### src/rtl/cpu_pkg.sv
// ---------------------------------------------------------------------------
// cpu_pkg
// Shared types and constants for the instruction fetch front end.
//   XLEN          - width of PC and instruction words
//   RESET_PC      - default word index fetched first after reset
//   fetch_state_t - fetch FSM state encoding
//   fetch_entry_t - one fetch buffer entry {instr, pc}
// ---------------------------------------------------------------------------
package cpu_pkg;

    localparam int XLEN = 32;
    localparam logic [XLEN-1:0] RESET_PC = '0;

    typedef enum logic [1:0] {
        FETCH,
        DRAIN,
        DONE
    } fetch_state_t;

    typedef struct packed {
        logic [XLEN-1:0] instr;
        logic [XLEN-1:0] pc;
    } fetch_entry_t;

endpackage

### src/rtl/fetch_if.sv
// ---------------------------------------------------------------------------
// fetch_if
// Bundles the instruction-memory read port, the redirect request and the
// decode valid/ready handshake of the fetch unit.
//   master : fetch unit side (drives o_pc, o_valid, o_instr, o_instr_pc, o_done)
//   slave  : memory / decode / branch side (drives i_instruction, i_redirect,
//            i_redirect_pc, i_ready)
// ---------------------------------------------------------------------------
interface fetch_if;
    import cpu_pkg::*;

    logic [XLEN-1:0] o_pc;
    logic [XLEN-1:0] i_instruction;
    logic            i_redirect;
    logic [XLEN-1:0] i_redirect_pc;
    logic            o_valid;
    logic [XLEN-1:0] o_instr;
    logic [XLEN-1:0] o_instr_pc;
    logic            i_ready;
    logic            o_done;

    modport master (
        output o_pc,
        input  i_instruction,
        input  i_redirect,
        input  i_redirect_pc,
        output o_valid,
        output o_instr,
        output o_instr_pc,
        input  i_ready,
        output o_done
    );

    modport slave (
        input  o_pc,
        output i_instruction,
        output i_redirect,
        output i_redirect_pc,
        input  o_valid,
        input  o_instr,
        input  o_instr_pc,
        output i_ready,
        input  o_done
    );

endinterface

### src/rtl/fetch_fifo.sv
// ---------------------------------------------------------------------------
// fetch_fifo
// Small synchronous FIFO buffering fetched {instr, pc} entries.
//   i_clk, i_rst_n - clock, async active-low reset
//   push, push_data - write an entry at the tail
//   pop            - retire the head entry
//   flush          - discard all entries (takes priority over push/pop)
//   head_data      - registered copy of the head entry; holds its last value
//                    while the FIFO is empty
//   count, full, empty - occupancy
// ---------------------------------------------------------------------------
module fetch_fifo
    import cpu_pkg::*;
#(
    parameter  int DEPTH = 2,
    localparam int PTR_W = $clog2(DEPTH),
    localparam int CNT_W = $clog2(DEPTH + 1)
) (
    input  logic             i_clk,
    input  logic             i_rst_n,
    input  logic             push,
    input  fetch_entry_t     push_data,
    input  logic             pop,
    input  logic             flush,
    output fetch_entry_t     head_data,
    output logic [CNT_W-1:0] count,
    output logic             full,
    output logic             empty
);

    fetch_entry_t     mem [DEPTH];
    logic [PTR_W-1:0] head;
    logic [PTR_W-1:0] tail;
    logic [PTR_W-1:0] head_inc;
    logic             do_push;
    logic             do_pop;

    assign full     = (count == CNT_W'(DEPTH));
    assign empty    = (count == '0);
    assign do_pop   = pop & ~empty;
    assign do_push  = push & (~full | do_pop);
    assign head_inc = head + 1'b1;

    always_ff @(posedge i_clk) begin
        if (do_push && !flush) begin
            mem[tail] <= push_data;
        end
    end

    always_ff @(posedge i_clk or negedge i_rst_n) begin
        if (!i_rst_n) begin
            head      <= '0;
            tail      <= '0;
            count     <= '0;
            head_data <= '0;
        end else if (flush) begin
            head  <= '0;
            tail  <= '0;
            count <= '0;
        end else begin
            if (do_push) begin
                tail <= tail + 1'b1;
            end
            if (do_pop) begin
                head <= head_inc;
            end
            count <= count + CNT_W'(do_push) - CNT_W'(do_pop);
            // head_data tracks the entry that will be at the head next cycle;
            // when nothing remains it keeps the last delivered entry.
            if (do_pop && count > CNT_W'(1)) begin
                head_data <= mem[head_inc];
            end else if (do_push && (empty || (do_pop && count == CNT_W'(1)))) begin
                head_data <= push_data;
            end
        end
    end

endmodule

### src/rtl/fetch_unit.sv
// ---------------------------------------------------------------------------
// fetch_unit
// Instruction fetch front end. Presents a word-indexed PC to instruction
// memory, captures the same-cycle instruction into a fetch buffer and hands
// entries to decode over valid/ready. Redirects flush the buffer; fetching
// stops at the end of the program image.
//   i_clk, i_rst_n - clock, async active-low reset
//   bus (master)   - o_pc/i_instruction memory port, i_redirect/i_redirect_pc,
//                    o_valid/o_instr/o_instr_pc/i_ready decode handshake,
//                    o_done end-of-program flag
// ---------------------------------------------------------------------------
module fetch_unit #(
    parameter int                        DEPTH            = 2,
    parameter logic [cpu_pkg::XLEN-1:0]  RESET_PC         = cpu_pkg::RESET_PC,
    parameter int                        NUM_INSTRUCTIONS = 11
) (
    input  logic  i_clk,
    input  logic  i_rst_n,
    fetch_if.master bus
);
    import cpu_pkg::*;

    localparam int              CNT_W  = $clog2(DEPTH + 1);
    localparam logic [XLEN-1:0] END_PC = XLEN'(NUM_INSTRUCTIONS);

    fetch_state_t     state;
    logic [XLEN-1:0]  pc;
    logic [XLEN-1:0]  pc_inc;
    logic             done;
    fetch_entry_t     head;
    fetch_entry_t     new_entry;
    logic [CNT_W-1:0] count;
    logic             full;
    logic             empty;
    logic             valid;
    logic             pop;
    logic             push;
    logic             drains_empty;

    assign valid  = ~empty;
    assign pop    = valid & bus.i_ready;
    assign pc_inc = pc + 1'b1;
    // The range check gates fetch even though FETCH should never hold an
    // out-of-range PC; it keeps index END_PC from ever being captured.
    assign push   = (state == FETCH) & ~bus.i_redirect & (pc < END_PC) & (~full | pop);

    assign drains_empty = (count == '0) | ((count == CNT_W'(1)) & pop);

    assign new_entry.instr = bus.i_instruction;
    assign new_entry.pc    = pc;

    always_ff @(posedge i_clk or negedge i_rst_n) begin
        if (!i_rst_n) begin
            pc    <= RESET_PC;
            state <= (RESET_PC >= END_PC) ? DONE : FETCH;
            done  <= 1'b0;
        end else if (bus.i_redirect) begin
            pc <= bus.i_redirect_pc;
            if (bus.i_redirect_pc < END_PC) begin
                state <= FETCH;
                done  <= 1'b0;
            end else begin
                state <= DONE;
                done  <= 1'b1;
            end
        end else begin
            case (state)
                FETCH: begin
                    done <= 1'b0;
                    if (push) begin
                        pc <= pc_inc;
                        if (pc_inc >= END_PC) begin
                            state <= DRAIN;
                        end
                    end
                end
                DRAIN: begin
                    done <= 1'b0;
                    if (drains_empty) begin
                        state <= DONE;
                        done  <= 1'b1;
                    end
                end
                DONE: begin
                    done <= 1'b1;
                end
                default: begin
                    state <= DONE;
                    done  <= 1'b0;
                end
            endcase
        end
    end

    fetch_fifo #(
        .DEPTH(DEPTH)
    ) u_fifo (
        .i_clk     (i_clk),
        .i_rst_n   (i_rst_n),
        .push      (push),
        .push_data (new_entry),
        .pop       (pop),
        .flush     (bus.i_redirect),
        .head_data (head),
        .count     (count),
        .full      (full),
        .empty     (empty)
    );

    assign bus.o_pc       = pc;
    assign bus.o_valid    = valid;
    assign bus.o_instr    = head.instr;
    assign bus.o_instr_pc = head.pc;
    assign bus.o_done     = done;

endmodule

### src/flat_wrapper.sv
// flat-port wrapper written by rule: the top's interface ports become plain ports
module fetch_unit_flat import cpu_pkg::*;
#(
    parameter int                        DEPTH            = 2,
    parameter logic [cpu_pkg::XLEN-1:0]  RESET_PC         = cpu_pkg::RESET_PC,
    parameter int                        NUM_INSTRUCTIONS = 11
)
  (i_clk, i_rst_n, bus_o_pc, bus_i_instruction, bus_i_redirect, bus_i_redirect_pc, bus_o_valid, bus_o_instr, bus_o_instr_pc, bus_i_ready, bus_o_done);
  fetch_if bus_i ();
  input  logic i_clk;
  input  logic i_rst_n;
  output wire logic [$bits(bus_i.o_pc)-1:0] bus_o_pc;
  input wire logic [$bits(bus_i.i_instruction)-1:0] bus_i_instruction;
  input wire logic [$bits(bus_i.i_redirect)-1:0] bus_i_redirect;
  input wire logic [$bits(bus_i.i_redirect_pc)-1:0] bus_i_redirect_pc;
  output wire logic [$bits(bus_i.o_valid)-1:0] bus_o_valid;
  output wire logic [$bits(bus_i.o_instr)-1:0] bus_o_instr;
  output wire logic [$bits(bus_i.o_instr_pc)-1:0] bus_o_instr_pc;
  input wire logic [$bits(bus_i.i_ready)-1:0] bus_i_ready;
  output wire logic [$bits(bus_i.o_done)-1:0] bus_o_done;
  assign bus_o_pc = bus_i.o_pc;
  assign bus_i.i_instruction = bus_i_instruction;
  assign bus_i.i_redirect = bus_i_redirect;
  assign bus_i.i_redirect_pc = bus_i_redirect_pc;
  assign bus_o_valid = bus_i.o_valid;
  assign bus_o_instr = bus_i.o_instr;
  assign bus_o_instr_pc = bus_i.o_instr_pc;
  assign bus_i.i_ready = bus_i_ready;
  assign bus_o_done = bus_i.o_done;
  fetch_unit #(.DEPTH(DEPTH), .RESET_PC(RESET_PC), .NUM_INSTRUCTIONS(NUM_INSTRUCTIONS)) u_core (.i_clk(i_clk), .i_rst_n(i_rst_n), .bus(bus_i));
endmodule
### config.mk
export PLATFORM = sky130hd
export DESIGN_NAME = fetch_unit_flat
export DESIGN_NICKNAME = d
export VERILOG_FILES = /design/src/rtl/cpu_pkg.sv /design/src/rtl/fetch_if.sv /design/src/rtl/fetch_fifo.sv /design/src/rtl/fetch_unit.sv /design/src/flat_wrapper.sv
export SDC_FILE = /design/constraint.sdc
export NUM_CORES = 1
export LEC_CHECK = 0
export CORE_ASPECT_RATIO = 1.2
export CORE_UTILIZATION = 45
export DETAILED_ROUTE_END_ITERATION = 7
export GPL_TIMING_DRIVEN = 0
export HOLD_SLACK_MARGIN = 0.08
export PLACE_DENSITY = 0.69
export REMOVE_ABC_BUFFERS = 1
export SYNTH_ARGS = -nofsm -noshare
export SYNTH_HDL_FRONTEND = slang
export SYNTH_SLANG_ARGS = --single-unit
### constraint.sdc
create_clock -name i_clk -period 8.8 [get_ports i_clk]
set_input_delay 1.76 -clock i_clk [delete_from_list [all_inputs] [get_ports i_clk]]
set_output_delay 1.76 -clock i_clk [all_outputs]
set_load 0.02 [all_outputs]
======== Word-level counts from Yosys, hierarchy flattened ========
Memory sizes are Yosys's and may differ from the RTL's.
Cells that the tools add are included.
cells by class
  $add $sub $neg .......................... 5
  magnitude comparators ................... 4
  eq/ne operators ......................... 8
  muxes and demuxes ....................... 22
  bitwise gates (word level) .............. 13
  reduce and logical (&&, ||, !) cells .... 16
operator list
  operator                                                                              number
  64-bit two-way mux                                                                    2
  32-bit two-way mux                                                                    3
  32-bit by 4-bit less-than comparator with 1-bit output, second input constant         2
  32-bit by 1-bit adder with 32-bit output, second input constant                       1
  32-bit by 4-bit greater-or-equal comparator with 1-bit output, second input constant  1
  2-bit two-way mux                                                                     6
  2-bit nonzero test                                                                    5
  1-bit two-way mux                                                                     9
  1-bit AND                                                                             7
  3-bit != test, second input constant                                                  2
  2-bit one-hot mux with 3 select lines                                                 1
  2-bit by 1-bit equality test with 1-bit output, second input constant                 2
  2-bit equality test, second input constant                                            2
  1-bit logical AND                                                                     4
  2-bit logical NOT                                                                     2
  2-bit AND reduction                                                                   2
  4-bit AND reduction                                                                   1
  3-bit by 2-bit != test with 1-bit output, second input constant                       1
  1-bit inverter                                                                        3
  1-bit OR                                                                              3
  1-bit adder, second input constant                                                    2
  2-bit by 1-bit adder with 2-bit output                                                1
  2-bit by 1-bit > comparator with 1-bit output, second input constant                  1
  2-bit != test, second input constant                                                  1
  4 further kinds                                                                       4
storage, ports and cells
  flip-flop bits (word level) ............. 103
  memory bits (writable) .................. 128
  input port bits ......................... 68
  logic and storage cells ................. 77
  memories ................................ 1
memories
  memory             depth  bits a word  read ports  clocked after memory_dff  wr ports  RTL line          RTL
  u_core.u_fifo.mem  2      64           1           0                         1         fetch_fifo.sv:31  fetch_entry_t mem [DEPTH];

======== Longest topological paths before layout ========
  word-level depth ........................ 9
  depth in mapped cells ................... 12

======== By module ========
From an unflattened synthesis, not the netlist that was laid out.
second synthesis, totals
  cells, all modules ...................... 789
  area, all modules ....................... 10744.1 um2
modules (own cells, without submodules)
  module      times used  cells each  area an instance (um2)
  fetch_fifo  1           518         8245.4
  fetch_unit  1           271         2498.6

======== Worst setup path before layout ========
OpenSTA, ideal clock, no wires.
  path type ............................... input port to flip-flop
  from .................................... input port bus_i_redirect
  to ...................................... memory u_core.u_fifo.mem[0][0] in the netlist's numbering (enable)
  setup time .............................. 486 ps
  arrival time ............................ 5307 ps
  required time ........................... 8314 ps
  setup slack ............................. 3007 ps
  stages on the path ...................... 5
  buffers on the path ..................... 0
  path through ............................ nor4_1 -> nand2_1 -> nor4_4 -> inv_1 -> nor2_1
on the way
  cells in the longest elaborated chain, start to end .. 8
RTL lines
  item                                         RTL line            RTL
  start: declaration                           flat_wrapper.sv:14  input wire logic [$bits(bus_i.i_redirect)-1:0] bus_i_redirect;
  1-bit inverter (no source line)              n/a
  1-bit AND (3 in series)                      fetch_unit.sv:45    assign push = (state == FETCH) & ~bus.i_redirect & (pc < END_PC) & (~full | pop);
  1-bit AND                                    fetch_fifo.sv:41    assign do_push = push & (~full | do_pop);
  1-bit logical AND (*)                        fetch_fifo.sv:45    if (do_push && !flush) begin
  1-bit two-way mux (*)                        fetch_fifo.sv:45
  1-bit two-way mux (not written as such) (*)  fetch_fifo.sv:46    mem[tail] <= push_data;
  end: declaration                             fetch_fifo.sv:31
Every way passes the cells marked *; elsewhere a longest branch is shown, timed or not.

======== Final worst setup path ========
  from .................................... input port bus_i_ready
  to ...................................... memory u_core.u_fifo.mem[0][15] in the netlist's numbering (enable)
on the way
  cells in the longest elaborated chain, start to end .. 7
RTL lines
  item                                          RTL line                            RTL
  start: declaration                            flat_wrapper.sv:19                  input wire logic [$bits(bus_i.i_ready)-1:0] bus_i_ready;
  1-bit AND (*)                                 fetch_unit.sv:41                    assign pop = valid & bus.i_ready;
  1-bit OR / 1-bit AND (equally long branches)  fetch_unit.sv:45, fetch_fifo.sv:40
  1-bit AND / 1-bit OR (equally long branches)  fetch_unit.sv:45, fetch_fifo.sv:41
  1-bit AND (*)                                 fetch_fifo.sv:41
  1-bit logical AND (*)                         fetch_fifo.sv:45
  1-bit two-way mux (*)                         fetch_fifo.sv:45
  1-bit two-way mux (not written as such) (*)   fetch_fifo.sv:46
Marks and branches as above.

==> summary.log <==
INFO  run_status     status=finished, violations left
INFO  run_status     violations=DRC
INFO  grt            grt_max_degree=83
INFO  placed_design  gp_routability_congestion=0.836
INFO  grt            grtUsageTotal=0.201
INFO  placed_design  numPlacedInstances=1219
INFO  synth          most_numerous_cell_types_in_the_synthesized_netlist=sky130_fd_sc_hd__edfxtp_1, sky130_fd_sc_hd__dfrtp_1, sky130_fd_sc_hd__nor2_1
INFO  drt            detailedRoute.firstPassIterationCount=8
INFO  critical_path  worst_r2r_path_depth=8
INFO  power          netSwitchingFraction=0.222
INFO  critical_path  worst-endpoint-arrival=4.25ns
INFO  final_layout   fill_cells=1793
INFO  sta            final-hold-violation-count=0
INFO  floorplan      die_h=166um
INFO  critical_path  endpoint_of_the_lowest_slack_register_to_register_path=u_core.state[1]$_DFFE_PN0P_
INFO  critical_path  critical_path_class=in2reg
INFO  grt            wire_length_of_the_first_global_routing_pass=36800um
INFO  clock_network  cts_max_path_buffers=3
INFO  critical_path  critical_path_capture_point_type=register
INFO  critical_path  flop_to_flop_setup_slack=5.60ns
INFO  synth          yosys-mux-area-fraction=0.0962
INFO  drt            wl_per_cell=17.9um
INFO  clock_network  tritoncts.num_buffers=24
INFO  synth          synth_async_sr_flop_share=0.446
INFO  final_layout   regArea=0.00642mm2
INFO  power          power.switching=0.527mW
INFO  critical_path  crit_start=bus_i_ready
INFO  sta            setup-violations-final=0
INFO  synth          synth.lib_cells_used.distinct=67
INFO  min_path       min_path_type=reg2reg
INFO  final_layout   layout-drive-gt1-share=0.0981
INFO  power          worst_vdd_ir=128uV
INFO  clock_network  clock_latency=0.50ns
INFO  floorplan      boundaryPins=166
INFO  sta            drv_slew=0
INFO  clock_network  holdBufCountCts=0
INFO  floorplan      core_region_area=0.0218mm2
INFO  power          cellInternalPower=1.85mW
INFO  sta            fmax=246MHz
INFO  synth          synth_compound_area_frac=0.0954
INFO  sta            rsz0062_at_grt=false
INFO  grt            grt_antenna_before_repair=0
INFO  synth          synth_area=0.0101mm2
INFO  final_layout   area.growth.synth_to_final=27.1%
INFO  sta            tightestPinTransition=0.790ns
INFO  clock_network  tritoncts=yes
INFO  synth          yosys.area_share.simple=0.123
INFO  synth          synth_adder_area_share=0.00871
INFO  synth          synth_largest_area_cell=sky130_fd_sc_hd__edfxtp_1
INFO  synth          cell_with_the_most_instances_after_synthesis=sky130_fd_sc_hd__edfxtp_1
INFO  job            maxCapViolations=0
INFO  synth          synthFlopType=sky130_fd_sc_hd__edfxtp_1
INFO  power          clock_power_share=0.416
INFO  sta            hold_slack=0.475ns
INFO  critical_path  setup.worst_path.end=u_core.u_fifo.mem[0][15]$_DFFE_PP_
INFO  critical_path  worst-endpoint-required=8.99ns
INFO  sta            finalWorstPathRequiredPeriod=4.06ns
INFO  floorplan      die_area=0.0230mm2
INFO  synth          yosys.area.top_type_share=0.382
INFO  drt            detailedRoute.firstIterationViolations=379
INFO  drt            drc=23
INFO  final_layout   num_antenna_cells=0
INFO  drt            finalWirelength=22700um
INFO  critical_path  start_of_the_worst_register_to_register_path=u_core.bus.o_pc[1]$_DFFE_PN0P_
INFO  floorplan      die-width=138um
INFO  clock_network  cts.htree.levels=1
INFO  power          comb_power_share=0.072
INFO  synth          synth_top_family_by_area=simple AND/OR/NAND/NOR gates
INFO  clock_network  cts_post_setup_buffers_inserted=0
INFO  final_layout   post_layout_nonfiller_instances=1263
INFO  synth          ys.warnings.count=0
INFO  clock_network  cts.sink_count=231
INFO  final_layout   multi_input_area=0.00335mm2
INFO  synth          average_footprint_of_a_synthesized_cell=12.2um2
INFO  final_layout   finalNetCount=1046
INFO  sta            timing.final.crit_share=0.461
INFO  power          total_leakage_power=4.61nW
INFO  placed_design  hpwlAfterDp=14400um
INFO  clock_network  clk_pin_slew_worst_paths=0.06ns
INFO  synth          postSynthRegisterBits=231
INFO  clock_network  root_buffer=sky130_fd_sc_hd__clkbuf_16
INFO  placed_design  buffer_ports.inserted=165
INFO  drt            dr_total_vias=6891
INFO  floorplan      placement_rows=59
INFO  clock_network  cts_resized=0
INFO  floorplan      initial_core_util=0.462
INFO  power          sequentialPowerShare=0.511
INFO  critical_path  critical_path.max_fanout=25
INFO  sta            final.setup_skew=0.0101ns
INFO  sta            slew_headroom=0.469
INFO  grt            first_global_vias=6895
INFO  synth          synth_top_cells_by_area=sky130_fd_sc_hd__edfxtp_1, sky130_fd_sc_hd__dfrtp_1, sky130_fd_sc_hd__mux2i_1
INFO  synth          synth_sequential_area_ratio=0.638
INFO  drt            antenna_left=0
INFO  drt            viasPerCell=5.46
INFO  grt            overflow=0
INFO  synth          synth_xor_area_frac=0.00784
INFO  synth          synth_enable_flop_cells=128
INFO  critical_path  critPathLaunchType=input port
INFO  power          p_per_area=186mW/mm2
INFO  synth          syn_inst=825
[registers in the layout, indices dropped and copies added, names as in the netlist]
register	flops
u_core.u_fifo.head_data	64
u_core.u_fifo.head	1
u_core.bus.o_pc	32
u_core.state	2
u_core.u_fifo.count	2
u_core.u_fifo.tail	1
u_core.u_fifo.mem	128
u_core.bus.o_done	1
[worst max-delay path: stages]
cell	delay, ns
sky130_fd_sc_hd__clkdlybuf4s50_1	0.58
sky130_fd_sc_hd__or3b_2	0.19
sky130_fd_sc_hd__nand4_1	0.13
sky130_fd_sc_hd__nor4_4	0.41
sky130_fd_sc_hd__inv_1	0.24
sky130_fd_sc_hd__nor2_4	0.64
sky130_fd_sc_hd__buf_12	0.28
[how the worst min path moves through the flow]
stage / start / to / depth (start not counted)
global route: u_core.u_fifo.head_data[38]$_DFFE_PN0P_ / u_core.u_fifo.head_data[38]$_DFFE_PN0P_ / 2
finish: u_core.u_fifo.head_data[57]$_DFFE_PN0P_ / u_core.u_fifo.head_data[57]$_DFFE_PN0P_ / 2
global placement: u_core.u_fifo.head_data[51]$_DFFE_PN0P_ / u_core.u_fifo.head_data[51]$_DFFE_PN0P_ / 2
floorplan: u_core.state[1]$_DFFE_PN0P_ / u_core.state[1]$_DFFE_PN0P_ / 1
CTS: u_core.u_fifo.head_data[57]$_DFFE_PN0P_ / u_core.u_fifo.head_data[57]$_DFFE_PN0P_ / 2
detailed placement: u_core.u_fifo.head_data[35]$_DFFE_PN0P_ / u_core.u_fifo.head_data[35]$_DFFE_PN0P_ / 2
[area by class of cell]
class,count,area share
Tap cell,274,0.0268
Clock buffer,33,0.0529
Multi-Input combinational cell,532,0.262
Clock inverter,11,0.00803
Inverter,9,0.00264
Timing Repair Buffer,173,0.145
Sequential cell,231,0.503
[cell usage in the layout (no fill, tap or decap), drive strengths merged, types with 2 or more instances in the layout]
cell type	instances
a211oi	2
a21o	4
a21oi	71
a22oi	2
a311oi	3
and2	4
and3	4
and4	3
buf	10
bufinv	2
clkbuf	33
clkdlybuf4s50	163
clkinv	8
dfrtp	103
edfxtp	128
ha	7
inv	9
mux2	29
mux2i	64
nand2	83
nand2b	4
nand3	12
nand4	12
nor2	84
nor2b	2
nor3	10
nor3b	2
nor4	23
o21ai	71
o22a	2
o22ai	4
or2	2
or4	2
xnor2	6
xor2	3
[metal layers]
layer | share of wire | vias to the layer above | GRT usage
met5 | 0 | - | 0
met4 | 0.022 | 0 | 0.0645
met3 | 0.049 | 42 | 0.0317
met2 | 0.50 | 185 | 0.350
met1 | 0.43 | 3343 | 0.257
li1 | - | 3321 | -
[power groups by stage]
stage                     Sequential, mW  Clock (mW)  Combinational (mW)
after global placement              1.24           0               0.168
after CTS                           1.21        1.01               0.173
after detailed placement            1.24           0               0.172
after floorplan                     1.23           0              0.0584
after global routing                1.22        1.06               0.186
final                               1.21       0.988               0.172
[cells by family after synthesis]
| logic type | after synthesis |
|---|---|
| simple gates | 251 |
| compound gates | 172 |
| mux | 93 |
| flops | 231 |
| xor+xnor | 9 |
| buf+inv | 62 |
| fa+ha+maj | 7 |
[metrics by stage]
step	cell area, um2	util	setup slack [ns]	total power [mW]	TNS (ns)
detailed placement	12000	0.551	4.25	1.41	0
global route	12800	0.587	4.56	2.47	0
CTS	12800	0.587	4.74	2.40	0
floorplan	9780	-	2.78	1.29	0
finish	12800	0.587	4.74	2.37	0
global placement	11800	0.541	-1.01	1.40	-68.42
Power figures use the tool's default switching activity.
